## src/rtl/ps2_host_transmitter_pkg.sv

```systemverilog
// Shared types and constants for the PS/2 host-to-device transmitter.
package ps2_host_pkg;

    typedef enum logic [2:0] {
        IDLE      = 3'd0,
        INHIBIT   = 3'd1,
        RTS       = 3'd2,
        SEND      = 3'd3,
        ACK       = 3'd4,
        WAIT_IDLE = 3'd5,
        DONE      = 3'd6,
        FAIL      = 3'd7
    } tx_state_t;

    // d0..d7, parity, stop
    localparam int PS2_FRAME_BITS = 10;

endpackage

```

## src/rtl/ps2_host_transmitter_if.sv

```systemverilog
// Command-byte handshake between the host logic and the PS/2 transmitter.
interface ps2_host_transmitter_if;
    logic [7:0] tx_data;
    logic       tx_valid;
    logic       tx_ready;
    logic       tx_done;
    logic       tx_error;
    logic       busy;

    modport master (output tx_data, tx_valid, input tx_ready, tx_done, tx_error, busy);
    modport slave  (input tx_data, tx_valid, output tx_ready, tx_done, tx_error, busy);
endinterface

```

## src/rtl/ps2_host_transmitter_sync.sv

```systemverilog
// Two-flop synchronizer for an asynchronous PS/2 pad, plus a one-cycle falling-edge strobe.
module ps2_line_sync (
    input  logic clk,
    input  logic rst_n,
    input  logic din,
    output logic sync,
    output logic fall
);
    logic meta_q, meta_d;
    logic sync_q, sync_d;
    logic prev_q, prev_d;

    always_comb begin
        meta_d = din;
        sync_d = meta_q;
        prev_d = sync_q;
    end

    // Idle PS/2 lines float high, so reset to 1 to avoid a spurious edge.
    always_ff @(posedge clk or negedge rst_n) begin
        if (!rst_n) begin
            meta_q <= 1'b1;
            sync_q <= 1'b1;
            prev_q <= 1'b1;
        end else begin
            meta_q <= meta_d;
            sync_q <= sync_d;
            prev_q <= prev_d;
        end
    end

    assign sync = sync_q;
    assign fall = prev_q & ~sync_q;
endmodule

```

## src/rtl/ps2_host_transmitter.sv

```systemverilog
// PS/2 host transmitter: inhibit, request-to-send, clocked-out frame and device ack check.
module ps2_host_transmitter
    import ps2_host_pkg::*;
#(
    parameter logic [15:0] INHIBIT_CYCLES = 16'd1000,
    parameter logic [7:0]  RTS_CYCLES     = 8'd10,
    parameter logic [23:0] TIMEOUT_CYCLES = 24'd150000
) (
    input  logic                  clock,
    input  logic                  reset_n,
    ps2_host_transmitter_if.slave tx,
    input  logic                  device_clock,
    input  logic                  device_data,
    output logic                  device_clock_oe,
    output logic                  device_data_oe
);
    tx_state_t   state_q, state_d;
    logic [9:0]  shift_q, shift_d;
    logic [15:0] inh_q, inh_d;
    logic [7:0]  rts_q, rts_d;
    logic [23:0] to_q, to_d;
    logic [3:0]  bit_q, bit_d;
    logic        clock_oe_q, clock_oe_d;
    logic        data_oe_q, data_oe_d;
    logic        done_q, done_d;
    logic        error_q, error_d;
    logic        dmeta_q, dmeta_d;
    logic        dsync_q, dsync_d;

    logic clk_sync, clk_fall;
    logic to_hit;

    ps2_line_sync u_clk_sync (
        .clk   (clock),
        .rst_n (reset_n),
        .din   (device_clock),
        .sync  (clk_sync),
        .fall  (clk_fall)
    );

    always_comb begin
        dmeta_d = device_data;
        dsync_d = dmeta_q;
    end

    assign to_hit = (to_q == TIMEOUT_CYCLES - 24'd1);

    // State register plus datapath registers.
    always_ff @(posedge clock or negedge reset_n) begin
        if (!reset_n) begin
            state_q    <= IDLE;
            shift_q    <= '0;
            inh_q      <= '0;
            rts_q      <= '0;
            to_q       <= '0;
            bit_q      <= '0;
            clock_oe_q <= 1'b0;
            data_oe_q  <= 1'b0;
            done_q     <= 1'b0;
            error_q    <= 1'b0;
            dmeta_q    <= 1'b1;
            dsync_q    <= 1'b1;
        end else begin
            state_q    <= state_d;
            shift_q    <= shift_d;
            inh_q      <= inh_d;
            rts_q      <= rts_d;
            to_q       <= to_d;
            bit_q      <= bit_d;
            clock_oe_q <= clock_oe_d;
            data_oe_q  <= data_oe_d;
            done_q     <= done_d;
            error_q    <= error_d;
            dmeta_q    <= dmeta_d;
            dsync_q    <= dsync_d;
        end
    end

    // Next state and counters.
    always_comb begin
        state_d = state_q;
        shift_d = shift_q;
        inh_d   = inh_q;
        rts_d   = rts_q;
        to_d    = to_q;
        bit_d   = bit_q;
        unique case (state_q)
            IDLE: begin
                if (tx.tx_valid) begin
                    shift_d = {1'b1, ~^tx.tx_data, tx.tx_data};
                    inh_d   = '0;
                    state_d = INHIBIT;
                end
            end
            INHIBIT: begin
                if (inh_q == INHIBIT_CYCLES - 16'd1) begin
                    rts_d   = '0;
                    state_d = RTS;
                end else begin
                    inh_d = inh_q + 16'd1;
                end
            end
            RTS: begin
                if (rts_q == RTS_CYCLES - 8'd1) begin
                    bit_d   = '0;
                    to_d    = '0;
                    state_d = SEND;
                end else begin
                    rts_d = rts_q + 8'd1;
                end
            end
            SEND: begin
                if (clk_fall) begin
                    shift_d = {1'b1, shift_q[9:1]};
                    bit_d   = bit_q + 4'd1;
                    if (bit_q == 4'(PS2_FRAME_BITS - 1)) state_d = ACK;
                end
            end
            ACK: begin
                if (clk_fall) state_d = dsync_q ? FAIL : WAIT_IDLE;
            end
            WAIT_IDLE: begin
                if (clk_sync && dsync_q) state_d = DONE;
            end
            DONE:    state_d = IDLE;
            FAIL:    state_d = IDLE;
            default: state_d = IDLE;
        endcase

        // Any device-clocked phase aborts if the device goes quiet too long.
        if (state_q inside {SEND, ACK, WAIT_IDLE}) begin
            if (clk_fall)    to_d    = '0;
            else if (to_hit) state_d = FAIL;
            else             to_d    = to_q + 24'd1;
        end
    end

    // Outputs are registered from the next state so they change one cycle after the strobe.
    always_comb begin
        clock_oe_d = (state_d == INHIBIT) || (state_d == RTS);
        done_d     = (state_d == DONE);
        error_d    = (state_d == FAIL);
        data_oe_d  = 1'b0;
        if (state_d == RTS) begin
            data_oe_d = 1'b1;
        end else if (state_d == SEND) begin
            // Start bit stays low until the first device falling edge.
            if (state_q != SEND) data_oe_d = 1'b1;
            else if (clk_fall)   data_oe_d = ~shift_q[0];
            else                 data_oe_d = data_oe_q;
        end
    end

    assign device_clock_oe = clock_oe_q;
    assign device_data_oe  = data_oe_q;
    assign tx.tx_ready     = (state_q == IDLE);
    assign tx.busy         = (state_q != IDLE);
    assign tx.tx_done      = done_q;
    assign tx.tx_error     = error_q;
endmodule

```

## src/flat_wrapper.sv

```systemverilog
// flat-port wrapper written by rule: the top's interface ports become plain ports
module ps2_host_transmitter_flat import ps2_host_pkg::*;
#(
    parameter logic [15:0] INHIBIT_CYCLES = 16'd1000,
    parameter logic [7:0]  RTS_CYCLES     = 8'd10,
    parameter logic [23:0] TIMEOUT_CYCLES = 24'd150000
)
  (clock, reset_n, device_clock, device_data, device_clock_oe, device_data_oe, tx_tx_data, tx_tx_valid, tx_tx_ready, tx_tx_done, tx_tx_error, tx_busy);
  ps2_host_transmitter_if tx_i ();
  input  logic clock;
  input  logic reset_n;
  input  logic device_clock;
  input  logic device_data;
  output logic device_clock_oe;
  output logic device_data_oe;
  input wire logic [$bits(tx_i.tx_data)-1:0] tx_tx_data;
  input wire logic [$bits(tx_i.tx_valid)-1:0] tx_tx_valid;
  output wire logic [$bits(tx_i.tx_ready)-1:0] tx_tx_ready;
  output wire logic [$bits(tx_i.tx_done)-1:0] tx_tx_done;
  output wire logic [$bits(tx_i.tx_error)-1:0] tx_tx_error;
  output wire logic [$bits(tx_i.busy)-1:0] tx_busy;
  assign tx_i.tx_data = tx_tx_data;
  assign tx_i.tx_valid = tx_tx_valid;
  assign tx_tx_ready = tx_i.tx_ready;
  assign tx_tx_done = tx_i.tx_done;
  assign tx_tx_error = tx_i.tx_error;
  assign tx_busy = tx_i.busy;
  ps2_host_transmitter #(.INHIBIT_CYCLES(INHIBIT_CYCLES), .RTS_CYCLES(RTS_CYCLES), .TIMEOUT_CYCLES(TIMEOUT_CYCLES)) u_core (.clock(clock), .reset_n(reset_n), .tx(tx_i), .device_clock(device_clock), .device_data(device_data), .device_clock_oe(device_clock_oe), .device_data_oe(device_data_oe));
endmodule
```

## config.mk

```make
export PLATFORM = sky130hd
export DESIGN_NAME = ps2_host_transmitter_flat
export DESIGN_NICKNAME = d
export VERILOG_FILES = /design/src/rtl/ps2_host_transmitter_pkg.sv /design/src/rtl/ps2_host_transmitter_if.sv /design/src/rtl/ps2_host_transmitter_sync.sv /design/src/rtl/ps2_host_transmitter.sv /design/src/flat_wrapper.sv
export SDC_FILE = /design/constraint.sdc
export NUM_CORES = 1
export LEC_CHECK = 0
export CAP_MARGIN = 20
export CORE_MARGIN = 2
export CORE_UTILIZATION = 60
export CTS_CLUSTER_SIZE = 40
export DETAILED_ROUTE_END_ITERATION = 8
export PLACE_DENSITY = 0.91
export SLEW_MARGIN = 10
export SYNTH_ARGS = -nofsm -noshare
export SYNTH_HDL_FRONTEND = slang
export SYNTH_SLANG_ARGS = --single-unit
export TNS_END_PERCENT = 5
```

## constraint.sdc

```tcl
create_clock -name clock -period 3.1 [get_ports clock]
set_clock_uncertainty 0.15 [all_clocks]
set_input_delay 0.62 -clock clock [delete_from_list [all_inputs] [get_ports clock]]
set_output_delay 0.62 -clock clock [all_outputs]
set_load 0.01 [all_outputs]
```

; ---- After elaboration in Yosys (flattened, before gate mapping)
; Cells that the tools add are included.
[word_totals]
out_inout_bits = 6
elab_cells = 94
register_bits = 74
in_bits = 13
[classes]
n_mux = 33
reduce_logical = 15
n_addsub = 4
bitwise = 3
eq_ne = 24
[op_table]
columns = op, count
row1 = 24-bit two-way mux, 5
row2 = 16-bit two-way mux, 2
row3 = 16-bit case mux with 2 select lines, 1
row4 = 3-bit two-way mux, 10
row5 = "24-bit by 1-bit adder with 24-bit output, second input constant", 1
row6 = "24-bit by 18-bit equality test with 1-bit output, second input constant", 1
row7 = 3-bit case mux with 7 select lines, 1
row8 = 10-bit two-way mux, 2
row9 = 10-bit case mux with 2 select lines, 1
row10 = "3-bit equality test, second input constant", 6
row11 = "16-bit by 1-bit adder with 16-bit output, second input constant", 1
row12 = "16-bit by 10-bit equality test with 1-bit output, second input constant", 1
row13 = 8-bit two-way mux, 2
row14 = 8-bit case mux with 2 select lines, 1
row15 = "3-bit by 2-bit equality test with 1-bit output, second input constant", 4
row16 = 3-bit AND reduction, 4
row17 = "8-bit by 1-bit adder with 8-bit output, second input constant", 1
row18 = "8-bit by 4-bit equality test with 1-bit output, second input constant", 1
row19 = 4-bit two-way mux, 2
row20 = 4-bit case mux with 2 select lines, 1
row21 = 2-bit nonzero test, 4
row22 = 8-bit XNOR reduction, 1
row23 = "3-bit by 1-bit equality test with 1-bit output, second input constant", 2
row24 = "2-bit by 1-bit != test with 1-bit output, second input constant", 3
row25 = other kinds (14), 21

; ---- Longest topological paths before layout
[depth]
word_depth = 10
mapped_depth = 10
depth_no_buf = 8

; ---- By module
; From an unflattened synthesis, not the netlist that was laid out.
[unflattened]
hier_cells = 434
hier_area_um2 = 4036.4
[modules_own_cells]
columns = mod, area_each_um2, instances, cells_per_inst, seq_area_each_um2
row1 = ps2_host_transmitter, 3943.8, 1, 430, 1779.2
row2 = ps2_line_sync, 92.6, 1, 4, 78.8

; ---- Worst setup path after synthesis
; Ideal clock, no wire load.
[synth_path]
path_type = reg-to-reg
start = register u_core.inh_q[12]
end = register u_core.rts_q[3]
required_ns = 2.873
n_path_buf = 1
synth_period_minus_slack_ns = 2.744
setup_ns = 0.077
setup_slack_ns = 0.356
arrival_time_ns = 2.517
stages_incl_launch_ff = 8
cell_sequence = dfrtp_1 or4_4 o41ai_4 nand4_2 or3_4 buf_2 or3_1 a21oi_1
[synth_between]
elab_chain_cells = 3
[synth_rtl]
columns = element, line_no
row1 = "start, declared", ps2_host_transmitter.sv:19  ; logic [15:0] inh_q, inh_d;
row2 = "start signal, assigned", ps2_host_transmitter.sv:66  ; inh_q <= inh_d;
row3 = 16-bit by 10-bit equality test with 1-bit output, ps2_host_transmitter.sv:96  ; if (inh_q == INHIBIT_CYCLES - 16'd1) begin
row4 = 2-bit by 1-bit != test with 1-bit output (no line), --
row5 = 3-bit AND reduction (no line), --
row6 = "end signal, assigned", ps2_host_transmitter.sv:67  ; rts_q <= rts_d;
row7 = "end, declared", ps2_host_transmitter.sv:20  ; logic [7:0] rts_q, rts_d;
; No other way between the ends.
; A chain may end at the register's enable or synchronous reset.

; ---- Final worst setup path
[layout_path]
start = register u_core.inh_q[3]
end = register u_core.rts_q[7]
; Same word-level chain as after synthesis.

==> flow_summary.json <==
{
  "status": "completed",
  "p_leak_uw": 0.001808,
  "core_um2": 6314,
  "drc_errors": 0,
  "layout.cells.most_common": "dfrtp_1",
  "ant_nets": 0,
  "layout.nets": 471,
  "max_cap_viol_count": 0,
  "start_util_pct": 61.51,
  "cp.required_ns": 3.22,
  "grt_overflow_total": 0,
  "hp-class": "in -> async",
  "path_class": "reg -> reg",
  "ctsHoldBuffers": 0,
  "detailed_place_hpwl_um": 6003,
  "dr.pass1.iters": 5,
  "setup_viol": 0,
  "yosysTopAreaCell": "dfrtp_1",
  "via_per_inst": 6.346,
  "synth_top_area_share_pct": 44.46,
  "insertion_delay_ns": 0.35,
  "tns_ns": 0,
  "grtUsageTotal_pct": 24.63,
  "routedWlPerCell_um": 16.01,
  "p_total_uw": 1834,
  "netlist_instances": 428,
  "antenna_found_initial": 0,
  "grt_max_degree": 32,
  "ys_types": 51,
  "cts_root_buf": "clkbuf_8",
  "synth-edff-count": 0,
  "synth-main-ff-cell": "dfrtp_1",
  "hold_ws_ns": 0.03803,
  "drt_iter0_markers": 293,
  "finalMaxSlewViolations": 0,
  "cp_max_fo": 14,
  "syn-num-nets": 447,
  "ys_async_sr_fraction_pct": 100.0,
  "fill_cells": 454,
  "worst_slew_pin_slew_ns": 0.8007,
  "cp-end-kind": "flop",
  "std_cell_rows": 29,
  "yosysWarnings": 0,
  "clkTransAtPathRegs_ns": 0.08,
  "fin_crit_sh_pct": 96.48,
  "pin_count": 19,
  "layout-drive-gt1-share_pct": 8.972,
  "cts_inserted_buffers": 9,
  "diodes": 0,
  "fmax_ghz": 0.3344,
  "final.min_clock_period_ns": 2.991,
  "via_count": 3389,
  "place_congestion": 0.8304,
  "yosysSeqAreaShare_pct": 47.84,
  "die_w_um": 84.46,
  "power_density_nw_per_um2": 416.7,
  "cts_tree": "yes",
  "finalNonFillerCells": 534,
  "post_synth_instance_area_um2": 3884,
  "numPortBuffers": 18,
  "wirelength_um": 8552,
  "ys_ff_latch": 74,
  "worstPathArrival_ns": 3.11,
  "clk_path_buf_depth": 2,
  "syn_avg_cell_area_um2": 9.074,
  "start_kind": "flop",
  "synth.area.top_cells": "dfrtp_1, nand2_1, o21ai_0",
  "grt_setup_unrepaired": "false",
  "relSlewSlack_pct": 46.26,
  "grt_pass1_wl_um": 14210,
  "layout_common_cells": "dfrtp_1, nand2_1, nor2_1, o21ai_0, a21oi_1",
  "cts.sinks": 74,
  "dp.cells": 517,
  "die_y_um": 84.46,
  "first_global_vias": 3201,
  "final_util_pct": 69.70,
  "synthToLayoutAreaGrowth_pct": 13.31,
  "h-tree-depth": 3,
  "hold_viol_final": 0,
  "peakVddDrop_v": 0.0002590,
  "dieArea_um2": 7133
}
-- synthesized netlist by cell type, types with 11 or more instances --
master and number:
a21oi_1 28, o21ai_0 34, clkbuf_1 11, nand2_1 55, nand3_1 19, or4_1 13
nor2_1 36, a31oi_1 13, o31ai_1 12, nand4_1 15, dfrtp_1 69, inv_1 12
xnor2_1 11
-- cell type report --
| type | instances | area [um2] | area share (%) |
|---|---|---|---|
| multi-input cells | 327 | 1934 | 43.96 |
| flip-flops and latches | 74 | 1858 | 42.22 |
| repair buffers | 28 | 250.2 | 5.687 |
| clock buffers | 15 | 186.4 | 4.237 |
| well taps | 77 | 96.34 | 2.189 |
| inverters | 12 | 45.04 | 1.024 |
| clock inverters | 1 | 30.03 | 0.6824 |
-- what timing repair did --
action / 4_1_cts / 5_1_grt
setup endpoints to repair: 0 / 4
resized for setup: 0 / 2
buffers inserted: 0 / 1
-- routing by layer --
layer / vias to the layer above / global-route usage, % / routed length, um
met2: 130 / 40.33 / 4152
met4: 0 / 10.10 / 144
met1: 1628 / 33.09 / 3761
met5: - / 0 / 0
met3: 15 / 3.933 / 494
li1: 1616 / - / -
-- registers in the layout, indices dropped and copies added (netlist names) --
signal,flops
u_core.bit_q,4
u_core.device_clock_oe,1
u_core.device_data_oe,1
u_core.dmeta_q,1
u_core.dsync_q,1
u_core.inh_q,16
u_core.rts_q,8
u_core.shift_q,10
u_core.state_q,3
u_core.to_q,24
u_core.tx.tx_done,1
u_core.tx.tx_error,1
u_core.u_clk_sync.meta_q,1
u_core.u_clk_sync.prev_q,1
u_core.u_clk_sync.sync,1
-- critical path, stage by stage (launching register included) --
cell and delay, ns:
dfrtp_1 0.43, or4_4 0.60, o41ai_4 0.42, nand4_2 0.17
or3_4 0.43, or4_1 0.52, a21oi_1 0.18
-- where the power goes --
| group | internal [uW] | switching [uW] | leakage [uW] | total [uW] |
|---|---|---|---|---|
| clock network | 461 | 336 | 0.000110 | 797 |
| registers | 971 | 1.94 | 0.000924 | 973 |
| logic | 27.6 | 36.3 | 0.000775 | 64.0 |
-- cell families (layout without fill, tap and decap cells) --
group,count (synthesis),count (layout),synth area share [%]
AOI/OAI and AO/OA,103,103,16.17
muxes,1,1,0.2577
and+or+nand+nor,201,201,27.48
DFF,74,74,47.84
adders and majority gates,6,6,1.933
buffers and inverters,27,56,2.706
xor gates and xnor gates,16,16,3.608
-- final timing paths --
kind / start / endpoint / cells past startpoint / slack, ns
worst min register to register: u_core.dmeta_q / u_core.dsync_q / 0 / 0.21
max in group asynchronous: reset_n / u_core.dsync_q / 2 / 1.98
worst max-delay path: u_core.inh_q[3] / u_core.rts_q[7] / 6 / 0.11
min in group clock: u_core.dmeta_q / u_core.dsync_q / 0 / 0.21
worst max register to register: u_core.inh_q[3] / u_core.rts_q[7] / 6 / 0.11
worst min-delay path: reset_n / u_core.inh_q[5] / 1 / 0.04
-- stage by stage --
step | instance area, um2 | setup slack, ns
floorplan | 3884 | 0.3557
global placement | 4163 | 0.1991
detailed placement | 4163 | 0.06169
CTS | 4379 | 0.03416
global route | 4400 | 0.01888
finish | 4400 | 0.1093
Note: power is estimated with default switching activity, not from simulation.
